`config.mk`:
```
export PLATFORM = sky130hd
export DESIGN_NAME = serial_word_packer
export DESIGN_NICKNAME = d
export VERILOG_FILES = /design/src/rtl/serial_word_packer.sv
export SDC_FILE = /design/constraint.sdc
export NUM_CORES = 1
export LEC_CHECK = 0
export BUFFER_PORTS_ARGS = -buffer_cell sky130_fd_sc_hd__buf_2
export CAP_MARGIN = 10
export CORE_UTILIZATION = 45
export CTS_CLUSTER_DIAMETER = 80
export DETAILED_ROUTE_END_ITERATION = 10
export HOLD_SLACK_MARGIN = 0.05
export PLACE_DENSITY = 0.67
export REMOVE_ABC_BUFFERS = 1
export SLEW_MARGIN = 15
export SYNTH_ARGS = -nofsm -noshare
export SYNTH_HDL_FRONTEND = slang
export SYNTH_SLANG_ARGS = --single-unit
```
`constraint.sdc`:
```
create_clock -name clk -period 6 [get_ports clk]
set_clock_uncertainty 0.2 [all_clocks]
set_input_delay 1.2 -clock clk [delete_from_list [all_inputs] [get_ports clk]]
set_output_delay 1.2 -clock clk [all_outputs]
set_load 0.02 [all_outputs]
```
`src/rtl/serial_word_packer.sv`:
```
// rtl/serial_word_packer.sv - MSB-first serial-to-word packer with even-parity check and FIFO write strobe
module serial_word_packer #(
    parameter int DATA_WIDTH   = 8,
    parameter int CNT_WIDTH    = 16,
    parameter int DROP_ON_FULL = 1
) (
    input  logic                  clk,
    input  logic                  resetn,
    input  logic                  sin,
    input  logic                  sin_valid,
    input  logic                  sof,
    input  logic                  fifo_full,
    output logic [DATA_WIDTH-1:0] din_o,
    output logic                  wr_o,
    output logic                  parity_err,
    output logic                  overflow,
    output logic                  busy,
    output logic [CNT_WIDTH-1:0]  good_cnt,
    output logic [CNT_WIDTH-1:0]  err_cnt
);

    localparam int BW = $clog2(DATA_WIDTH + 1);
    localparam logic [BW-1:0] LAST_BIT = BW'(DATA_WIDTH - 1);

    typedef enum logic [1:0] {IDLE, DATA, PARITY} state_t;

    state_t                state_q, state_d;
    logic [DATA_WIDTH-1:0] shift_q, shift_d;
    logic [DATA_WIDTH-1:0] din_q, din_d;
    logic [BW-1:0]         cnt_q, cnt_d;
    logic                  wr_q, wr_d;
    logic                  perr_q, perr_d;
    logic                  ovf_q, ovf_d;
    logic [CNT_WIDTH-1:0]  good_q, good_d;
    logic [CNT_WIDTH-1:0]  err_q, err_d;
    logic                  parity_ok;

    always_ff @(posedge clk) begin
        if (!resetn) begin
            state_q <= IDLE;
            shift_q <= '0;
            din_q   <= '0;
            cnt_q   <= '0;
            wr_q    <= 1'b0;
            perr_q  <= 1'b0;
            ovf_q   <= 1'b0;
            good_q  <= '0;
            err_q   <= '0;
        end else begin
            state_q <= state_d;
            shift_q <= shift_d;
            din_q   <= din_d;
            cnt_q   <= cnt_d;
            wr_q    <= wr_d;
            perr_q  <= perr_d;
            ovf_q   <= ovf_d;
            good_q  <= good_d;
            err_q   <= err_d;
        end
    end

    always_comb begin
        state_d   = state_q;
        shift_d   = shift_q;
        din_d     = din_q;
        cnt_d     = cnt_q;
        wr_d      = 1'b0;
        perr_d    = 1'b0;
        ovf_d     = 1'b0;
        good_d    = good_q;
        err_d     = err_q;
        parity_ok = ~(^shift_q ^ sin);

        if (sin_valid) begin
            case (state_q)
                IDLE: begin
                    if (sof) begin
                        shift_d = {{(DATA_WIDTH-1){1'b0}}, sin};
                        cnt_d   = BW'(1);
                        state_d = DATA;
                    end
                end
                DATA: begin
                    // sof mid-word silently discards the partial word and restarts
                    if (sof) begin
                        shift_d = {{(DATA_WIDTH-1){1'b0}}, sin};
                        cnt_d   = BW'(1);
                    end else begin
                        shift_d = {shift_q[DATA_WIDTH-2:0], sin};
                        cnt_d   = cnt_q + BW'(1);
                        if (cnt_q == LAST_BIT) begin
                            state_d = PARITY;
                        end
                    end
                end
                PARITY: begin
                    // parity bit; sof is ignored here and the next word follows without one
                    cnt_d   = '0;
                    state_d = DATA;
                    if (!parity_ok) begin
                        perr_d = 1'b1;
                        if (err_q != '1) err_d = err_q + 1'b1;
                    end else if ((DROP_ON_FULL != 0) && fifo_full) begin
                        ovf_d = 1'b1;
                        if (err_q != '1) err_d = err_q + 1'b1;
                    end else begin
                        din_d = shift_q;
                        wr_d  = 1'b1;
                        if (good_q != '1) good_d = good_q + 1'b1;
                    end
                end
                default: state_d = IDLE;
            endcase
        end
    end

    assign din_o      = din_q;
    assign wr_o       = wr_q;
    assign parity_err = perr_q;
    assign overflow   = ovf_q;
    assign busy       = (state_q != IDLE);
    assign good_cnt   = good_q;
    assign err_cnt    = err_q;

endmodule

```
Yosys cells after proc, flatten, opt, wreduce, memory -nomap -nowiden
Index checks and enable logic that the tools add are counted.

Bits of input ports: 6. Memories kept: 0. Bits in read-only memories: 0. RAM bits: 0. Latch bits: 0. Logic and storage cells: 56. Bits in registers: 57.

Shifts and indexed selects: 0. Div/mod/pow operators: 0. $lt $le $gt $ge: 0. Muxes and demuxes: 16. Add/subtract/negate cells: 3. Eq/ne operators: 8. Multiply operators: 0. Bitwise operators: 6. Reduce and logical (&&, ||, !) cells: 14.

Operators by type and width (number): 16-bit two-way mux (3); 16-bit by 1-bit adder with 16-bit output, second input constant (2); 16-bit != test, second input constant (2); 8-bit two-way mux (2); 8-bit one-hot mux with 2 select lines (1); 4-bit one-hot mux with 3 select lines (1); 3-bit AND reduction (4); 4-bit two-way mux (2); 4-bit AND reduction (2); 8-bit parity (1); 2-bit two-way mux (3); 2-bit != test, second input constant (3); 2-bit one-hot mux with 3 select lines (1); 2-bit nonzero test (3); 1-bit inverter (5); 5-bit AND reduction (1); 4-bit by 1-bit adder with 4-bit output, second input constant (1); 4-bit by 3-bit equality test with 1-bit output, second input constant (1); 4-bit OR reduction (1); 1-bit two-way mux (3); 3-bit nonzero test (1); 2-bit by 1-bit equality test with 1-bit output, second input constant (1); 2-bit equality test, second input constant (1); 2-bit zero test (1); 1-bit bitwise XOR (1).

Depth between registers and ports, before layout
Gate-level depths: netlist of the first run.

Word-level depth: 4. Gate-level depth with buffers: 9. Depth with buffers taken out: 8.

Least setup slack after synthesis of the first run
OpenSTA, ideal clock, no wires.

Path kind: input -> register. Start point: in sin. End point: reg err_q[15] (netlist: err_cnt[15]). Stages on the path: 6. Data arrival time: 2.595 ns. Data required time: 5.730 ns. Setup time: 0.070 ns. Path slack: 3.135 ns. Cells stage by stage: xnor3_1 > nor2b_1 > mux2i_4 > nand3_4 > or4_1 > a21oi_1.

Word-level cells in the longest chain between the ends: 3. Elaborated cells between the ends (all ways): 4.

Ends and longest elaborated chain: start, declared (RTL line 9) `input logic sin,`; 1-bit bitwise XOR (*) (RTL line 72) `parity_ok = ~(^shift_q ^ sin);`; 2-bit nonzero test (no source line); 3-bit AND reduction (no source line); end signal, assigned (RTL line 58) `err_q <= err_d;`; end, declared (RTL line 35) `logic [CNT_WIDTH-1:0] err_q, err_d;`.

Mark *: on every way between the ends. The rest lies on a longest branch, timed or not. A chain may end at the register's enable or synchronous reset.

Worst setup path in the final report of the first run
Start point: in sin_valid. End point: reg good_q[15] (netlist: good_cnt[15]).

Word-level cells in the longest chain between the ends: 1.

Ends and longest elaborated chain: start, declared (RTL line 10) `input logic sin_valid,`; 5-bit AND reduction (no source line); end signal, assigned (RTL line 57) `good_q <= good_d;`; end, declared (RTL line 34) `logic [CNT_WIDTH-1:0] good_q, good_d;`.

No other way between the ends.

==> impl_metrics.env, run 1 <==
export IMPL_pwr_share_comb_pct=5.3
export IMPL_slew_violations=0
export IMPL_ys_warn_count=0
export IMPL_crit_slowest_cell="nor3_1"
export IMPL_power_per_cell_area_nw_per_um2=259
export IMPL_outcome="completed"
export IMPL_startpoint="sin_valid"
export IMPL_yosysTopAreaCell="dfxtp_1"
export IMPL_cts_buffers=9
export IMPL_dieArea_sq_um=6330
export IMPL_max_stage_delay_ns=0.55
export IMPL_cp_buffers_inverters=1
export IMPL_stdcell_count=447
export IMPL_switching_share_pct=22.2
export IMPL_period_needed_ns=3.00
export IMPL_routed_via_density=5.40
export IMPL_rsz0062_at_grt="no"
export IMPL_fmaxAchievable_ghz=0.333
export IMPL_initial_utilization_pct=47.9
export IMPL_globalRouteOverflowTotal=0
export IMPL_first_global_vias=2147
export IMPL_root_buffer="clkbuf_8"
export IMPL_cts_sinks=57
export IMPL_cts_resized=0
export IMPL_synth_area_leaders="dfxtp_1 42%, nand3_1 6.3%, nand2_1 5.8%, nor2_1 4.9%, xor2_1 4.9%"
export IMPL_path_class="input pin to flip-flop"
export IMPL_clkPwrFrac_pct=48.8
export IMPL_grt_use_met1_pct=27.0
export IMPL_path_max_fanout=11
export IMPL_ios=50
export IMPL_use_met3_pct=5.03
export IMPL_fill_cells=523
export IMPL_crit_chain="buf_2 > nand2_1 > nor3_1 > nand4_1 > or3_1 > a21oi_1"
export IMPL_timing_rr_start="good_cnt[0]"
export IMPL_crit_arrival_ns=3.07
export IMPL_postCtsSetupBuffers=0
export IMPL_grt_pass1_wl_um=9890
export IMPL_cts_hold_buf=0
export IMPL_die_x_um=79.5
export IMPL_cts_max_level=3
export IMPL_grt_max_degree=31
export IMPL_antenna_found_initial=0
export IMPL_regArea_sq_um=1140
export IMPL_clk_pin_slew_worst_paths_ns=0.06
export IMPL_yosysUniqueCellTypes=40
export IMPL_hp_class="flip-flop to flip-flop"
export IMPL_p_switching_w=0.000186
export IMPL_io_buffers=49
export IMPL_worstPathRequired_ns=6.07
export IMPL_antenna_left=0
export IMPL_postLayoutCoreUtil_pct=57.1
export IMPL_drt_iter0_markers=77
export IMPL_max_vdd_ir_drop_mv=0.170
export IMPL_wl_per_cell_um=13.2
export IMPL_worst_pin_slew_ns=0.842
export IMPL_place_inst=431
export IMPL_power_leakage_nw=1.28
export IMPL_vias=2414
export IMPL_hpwlAfterDp_um=4080
export IMPL_finalCritPeriodShare_pct=50.1
export IMPL_internal_power_w=0.000650
export IMPL_seqPwrFrac_pct=45.9
export IMPL_clk_path_buf_depth=2
export IMPL_tns_ns=0
export IMPL_gp_congestion=0.789
export IMPL_hold_ws_ns=0.261
export IMPL_synth_seq_cells=57
export IMPL_areaGrowthSynthToFinish_pct=19.1
export IMPL_endpoint_kind="flip-flop"
export IMPL_synth_cells=323
export IMPL_post_route_drc_count=0
export IMPL_firstDrtPassIters=4
export IMPL_setup_viol=0
export IMPL_syn_area_sq_um=2710
export IMPL_drive_gt1_share_pct=19.2
export IMPL_cap_viol_max_count=0
export IMPL_multi_input_area_sq_um=1490
export IMPL_hold_violations=0
export IMPL_cts_tree="built"
export IMPL_cp_top_family="simple AND/OR/NAND/NOR gates"
export IMPL_coreArea_sq_um=5640
export IMPL_insertion_delay_ns=0.33
export IMPL_slew_headroom_pct=43.7
export IMPL_diodes=0
export IMPL_use_met2_pct=30.2
export IMPL_ys_seq_area_share_pct=42.2
export IMPL_num_rows=27
export IMPL_reg2reg_slack_ns=3.11
export IMPL_layout_nets=384
export IMPL_syn_area_per_cell_sq_um=8.37
export IMPL_critPathLaunchType="input pin"
export IMPL_yosysTopAreaCellShare_pct=42.2
export IMPL_grt_total_usage_pct=20.2
export IMPL_busiest_layer="met2"
export IMPL_min_from="din_o[0]"
export IMPL_die_h_um=79.5
export IMPL_totalWireLength_um=5880
-- path summary, 6_finish.rpt --
path,endpoint,depth (start not counted)
max reg2reg,good_cnt[15],7
min,din_o[0],2
min reg2reg,din_o[0],2
max,good_cnt[15],6
-- final cells by class --
| type | instances | share of cell area, % |
|---|---|---|
| multi-input combinational | 246 | 46.2 |
| clock buffer | 11 | 4.70 |
| timing repair buffer | 50 | 7.84 |
| sequential | 57 | 35.4 |
| clock inverter | 5 | 2.41 |
| inverter | 6 | 0.699 |
| tap | 72 | 2.80 |
-- registers in the layout, indices dropped and copies added (netlist names) --
| signal | flops |
|---|---|
| cnt_q | 4 |
| din_o | 8 |
| err_cnt | 16 |
| good_cnt | 16 |
| overflow | 1 |
| parity_err | 1 |
| shift_q | 8 |
| state_q | 2 |
| wr_o | 1 |
-- layout by cell type, fill, tap and decap left out, types with 2 or more instances in the layout --
master	netlist	layout
a21oi_1	19	19
and2_1	5	5
and3_1	4	4
and4_1	4	4
buf_2	1	49
bufinv_16	0	2
clkbuf_8	0	11
clkinv_2	0	2
dfxtp_1	57	57
ha_1	8	8
inv_1	6	6
mux2i_1	2	2
nand2_1	42	42
nand3_1	34	34
nand4_1	12	12
nor2_1	35	35
nor2b_1	3	3
nor3_1	5	5
nor4_1	7	7
o21a_1	3	3
o21ai_0	15	15
o21bai_1	5	5
o31ai_1	2	2
or3_1	4	4
or4_1	2	2
xnor2_1	6	6
xor2_1	15	15
-- power by group through the flow --
stage | clock (W) | combinational (W) | sequential, W
5_1_grt | 0.000437 | 0.0000488 | 0.000384
4_1_cts | 0.000414 | 0.0000442 | 0.000384
3_3_place_gp | 0 | 0.0000435 | 0.000392
2_1_floorplan | 0 | 0.0000294 | 0.000392
3_5_place_dp | 0 | 0.0000440 | 0.000392
6_report | 0.000408 | 0.0000442 | 0.000384
-- kinds of logic after synthesis --
group	Yosys count	synth area share [%]
and+or+nand+nor	163	30.2
muxes	4	1.99
xor gates and xnor gates	24	9.11
AOI/OAI and AO/OA	47	9.94
buffers and inverters	20	2.82
adders and majority gates	8	3.70
DFF	57	42.2
-- per-layer routing --
metal / vias to the layer above / share of wire [%]
met5: - / 0
met4: 0 / 1.2
met3: 7 / 6.0
met2: 76 / 45
met1: 1101 / 48
li1: 1230 / -
-- cell usage after synthesis, drive strengths merged --
cell type	instances
a21o	1
or4	2
or3	4
nor4b	1
buf	3
and3	4
nor2b	3
xor2	15
nand4bb	1
nand4b	1
o21bai	5
nor3	5
a21boi	1
and2	5
and4	4
nand3	35
nand4	12
mux2i	3
o21ai	15
xnor3	2
ha	8
nand2	42
o21a	3
o41ai	1
or4b	1
o31ai	2
nor4	7
a21oi	19
dfxtp	57
inv	6
or3b	1
mux2	1
xnor2	7
nor2	35
clkbuf	11
-- worst reg2reg max path: cells and delay by family (launching register included) --
kind	cells	cell delay, ns
compound gates	1	0.13
fa+ha+maj	1	0.24
flops	1	0.35
simple gates	5	1.91
-- stage by stage --
| stage | setup slack (ns) | power (W) | cell area, sq um |
|---|---|---|---|
| global placement | 2.71 | 0.000435 | 2990 |
| global route | 2.78 | 0.000870 | 3220 |
| CTS | 2.99 | 0.000842 | 3220 |
| detailed placement | 2.63 | 0.000436 | 2990 |
| floorplan | 2.98 | 0.000421 | 2650 |
| finish | 3.00 | 0.000835 | 3220 |
Power figures use the tool's default switching activity.
==> inputs of run 2 (changes only) <==
PLACE_DENSITY = 0.69   (was 0.67)
clock period = 2.5 ns   (was 6 ns; I/O delays follow)
==> impl_metrics.env, run 2 (same netlist as run 1, synthesis figures left out) <==
export IMPL_outcome="completed"
export IMPL_crit_arrival_ns=2.41
export IMPL_hold_path_depth=3
export IMPL_die_h_um=79.5
export IMPL_timing_rr_start="shift_q[3]"
export IMPL_root_buffer="clkbuf_8"
export IMPL_ios=50
export IMPL_stdcell_count=460
export IMPL_antenna_left=0
export IMPL_die_x_um=79.5
export IMPL_clk_pin_slew_worst_paths_ns=0.07
export IMPL_cp_buffers_inverters=1
export IMPL_setup_slack_ns=0.153
export IMPL_hold_ws_ns=0.219
export IMPL_power_per_cell_area_nw_per_um2=592
export IMPL_cts_sinks=57
export IMPL_wl_per_cell_um=13.4
export IMPL_cp_top_family="XOR/XNOR gates"
export IMPL_cp_depth=7
export IMPL_tns_ns=0
export IMPL_dieArea_sq_um=6330
export IMPL_worstPathRequired_ns=2.57
export IMPL_final_cell_area_sq_um=3320
export IMPL_globalRouteOverflowTotal=0
export IMPL_cap_viol_max_count=0
export IMPL_insertion_delay_ns=0.33
export IMPL_drt_iter0_markers=111
export IMPL_layout_nets=398
export IMPL_firstDrtPassIters=4
export IMPL_crit_slowest_cell="xnor3_2"
export IMPL_drive_gt1_share_pct=22.7
export IMPL_setup_viol=0
export IMPL_place_inst=444
export IMPL_period_needed_ns=2.35
export IMPL_initial_utilization_pct=47.9
export IMPL_whs_endpoint="shift_q[0]"
export IMPL_gp_congestion=0.805
export IMPL_power_leakage_nw=1.35
export IMPL_diodes=0
export IMPL_endpoint_kind="flip-flop"
export IMPL_final_cell_mix="56 x dfxtp_1, 49 x buf_2, 41 x nand2_1"
export IMPL_clk_path_buf_depth=2
export IMPL_cts_tree="built"
export IMPL_num_rows=27
export IMPL_coreArea_sq_um=5640
export IMPL_min_from="sin"
export IMPL_max_vdd_ir_drop_mv=0.337
export IMPL_pre_cts_slack_ns=0.172
export IMPL_antenna_found_initial=0
export IMPL_fmaxAchievable_ghz=0.426
export IMPL_grt_total_usage_pct=21.0
export IMPL_cts_buffers=9
export IMPL_grt_max_degree=30
export IMPL_reg2reg_slack_ns=0.15
export IMPL_rr_endpoint="good_cnt[13]"
export IMPL_hold_violations=0
export IMPL_worst_pin_slew_ns=0.552
export IMPL_totalWireLength_um=6170
export IMPL_place_area_sq_um=3090
export IMPL_vias=2475
export IMPL_crit_chain="xnor2_1 > xnor3_2 > xnor2_2 > nand4_1 > buf_4 > nor4_1 > o21bai_1"
export IMPL_layout_commonest_cell="dfxtp_1"
export IMPL_path_max_fanout=7
export IMPL_max_stage_delay_ns=0.50
export IMPL_slew_violations=0
export IMPL_cts_max_level=3
export IMPL_first_global_vias=2159
export IMPL_areaGrowthSynthToFinish_pct=22.8
export IMPL_hpwlAfterDp_um=4250
export IMPL_critPathLaunchType="flip-flop"
export IMPL_grt_pass1_wl_um=10100
export IMPL_reg2reg_depth=7
export IMPL_finalCritPeriodShare_pct=93.9
export IMPL_path_class="flip-flop to flip-flop"
export IMPL_post_route_drc_count=0
export IMPL_slew_headroom_pct=63.2
export IMPL_hp_class="input pin to flip-flop"
export IMPL_io_buffers=49
export IMPL_routed_via_density=5.38
run 2: tightest hold or removal path: stages:
cell	delay, ns
buf_2	0.11
nand2_1	0.05
a21oi_1	0.05
run 2: stage by stage:
step	utilization [%]	power, W
5_1_grt	58.9	0.00204
3_5_place_dp	54.8	0.00106
4_1_cts	58.6	0.00199
2_1_floorplan	-	0.00101
6_report	58.9	0.00197
3_3_place_gp	54.8	0.00106
run 2: timing repair:
item / in CTS / in global routing
hold buffers: 0 / 0
setup endpoints to repair: 0 / 7
gates resized for setup: 0 / 3
setup buffers: 0 / 1
endpoints found under the hold margin: 0 / 0
run 2: cell type report:
| type | count | area [sq um] |
|---|---|---|
| clock buffer | 13 | 179 |
| clock inverter | 2 | 35.0 |
| fill | 517 | 2320 |
| inverter | 6 | 22.5 |
| multi-input combinational | 246 | 1500 |
| sequential | 57 | 1140 |
| tap | 72 | 90.1 |
| timing repair buffer | 64 | 358 |
run 2: how the worst max path moves through the flow:
stage / startpoint / to / slack (ns)
after floorplan: good_cnt[0] / good_cnt[15] / -0.15
after global placement: sin / err_cnt[15] / 0.22
after detailed placement: shift_q[1] / err_cnt[15] / 0.17
after CTS: shift_q[1] / err_cnt[15] / 0.15
after global routing: good_cnt[0] / good_cnt[7] / -0.01
final: shift_q[3] / good_cnt[13] / 0.15
run 2: where the power goes:
part	total [W]	switching, W	internal [W]
clock network	0.000927	0.000365	0.000562
registers	0.000921	0.00000691	0.000914
logic	0.000121	0.0000775	0.0000431
run 2: routing by layer:
metal	GRT usage, %	routed length (um)
met1	27.1	3010
met2	31.9	2760
met3	4.91	288
met4	11.8	111
met5	0	0
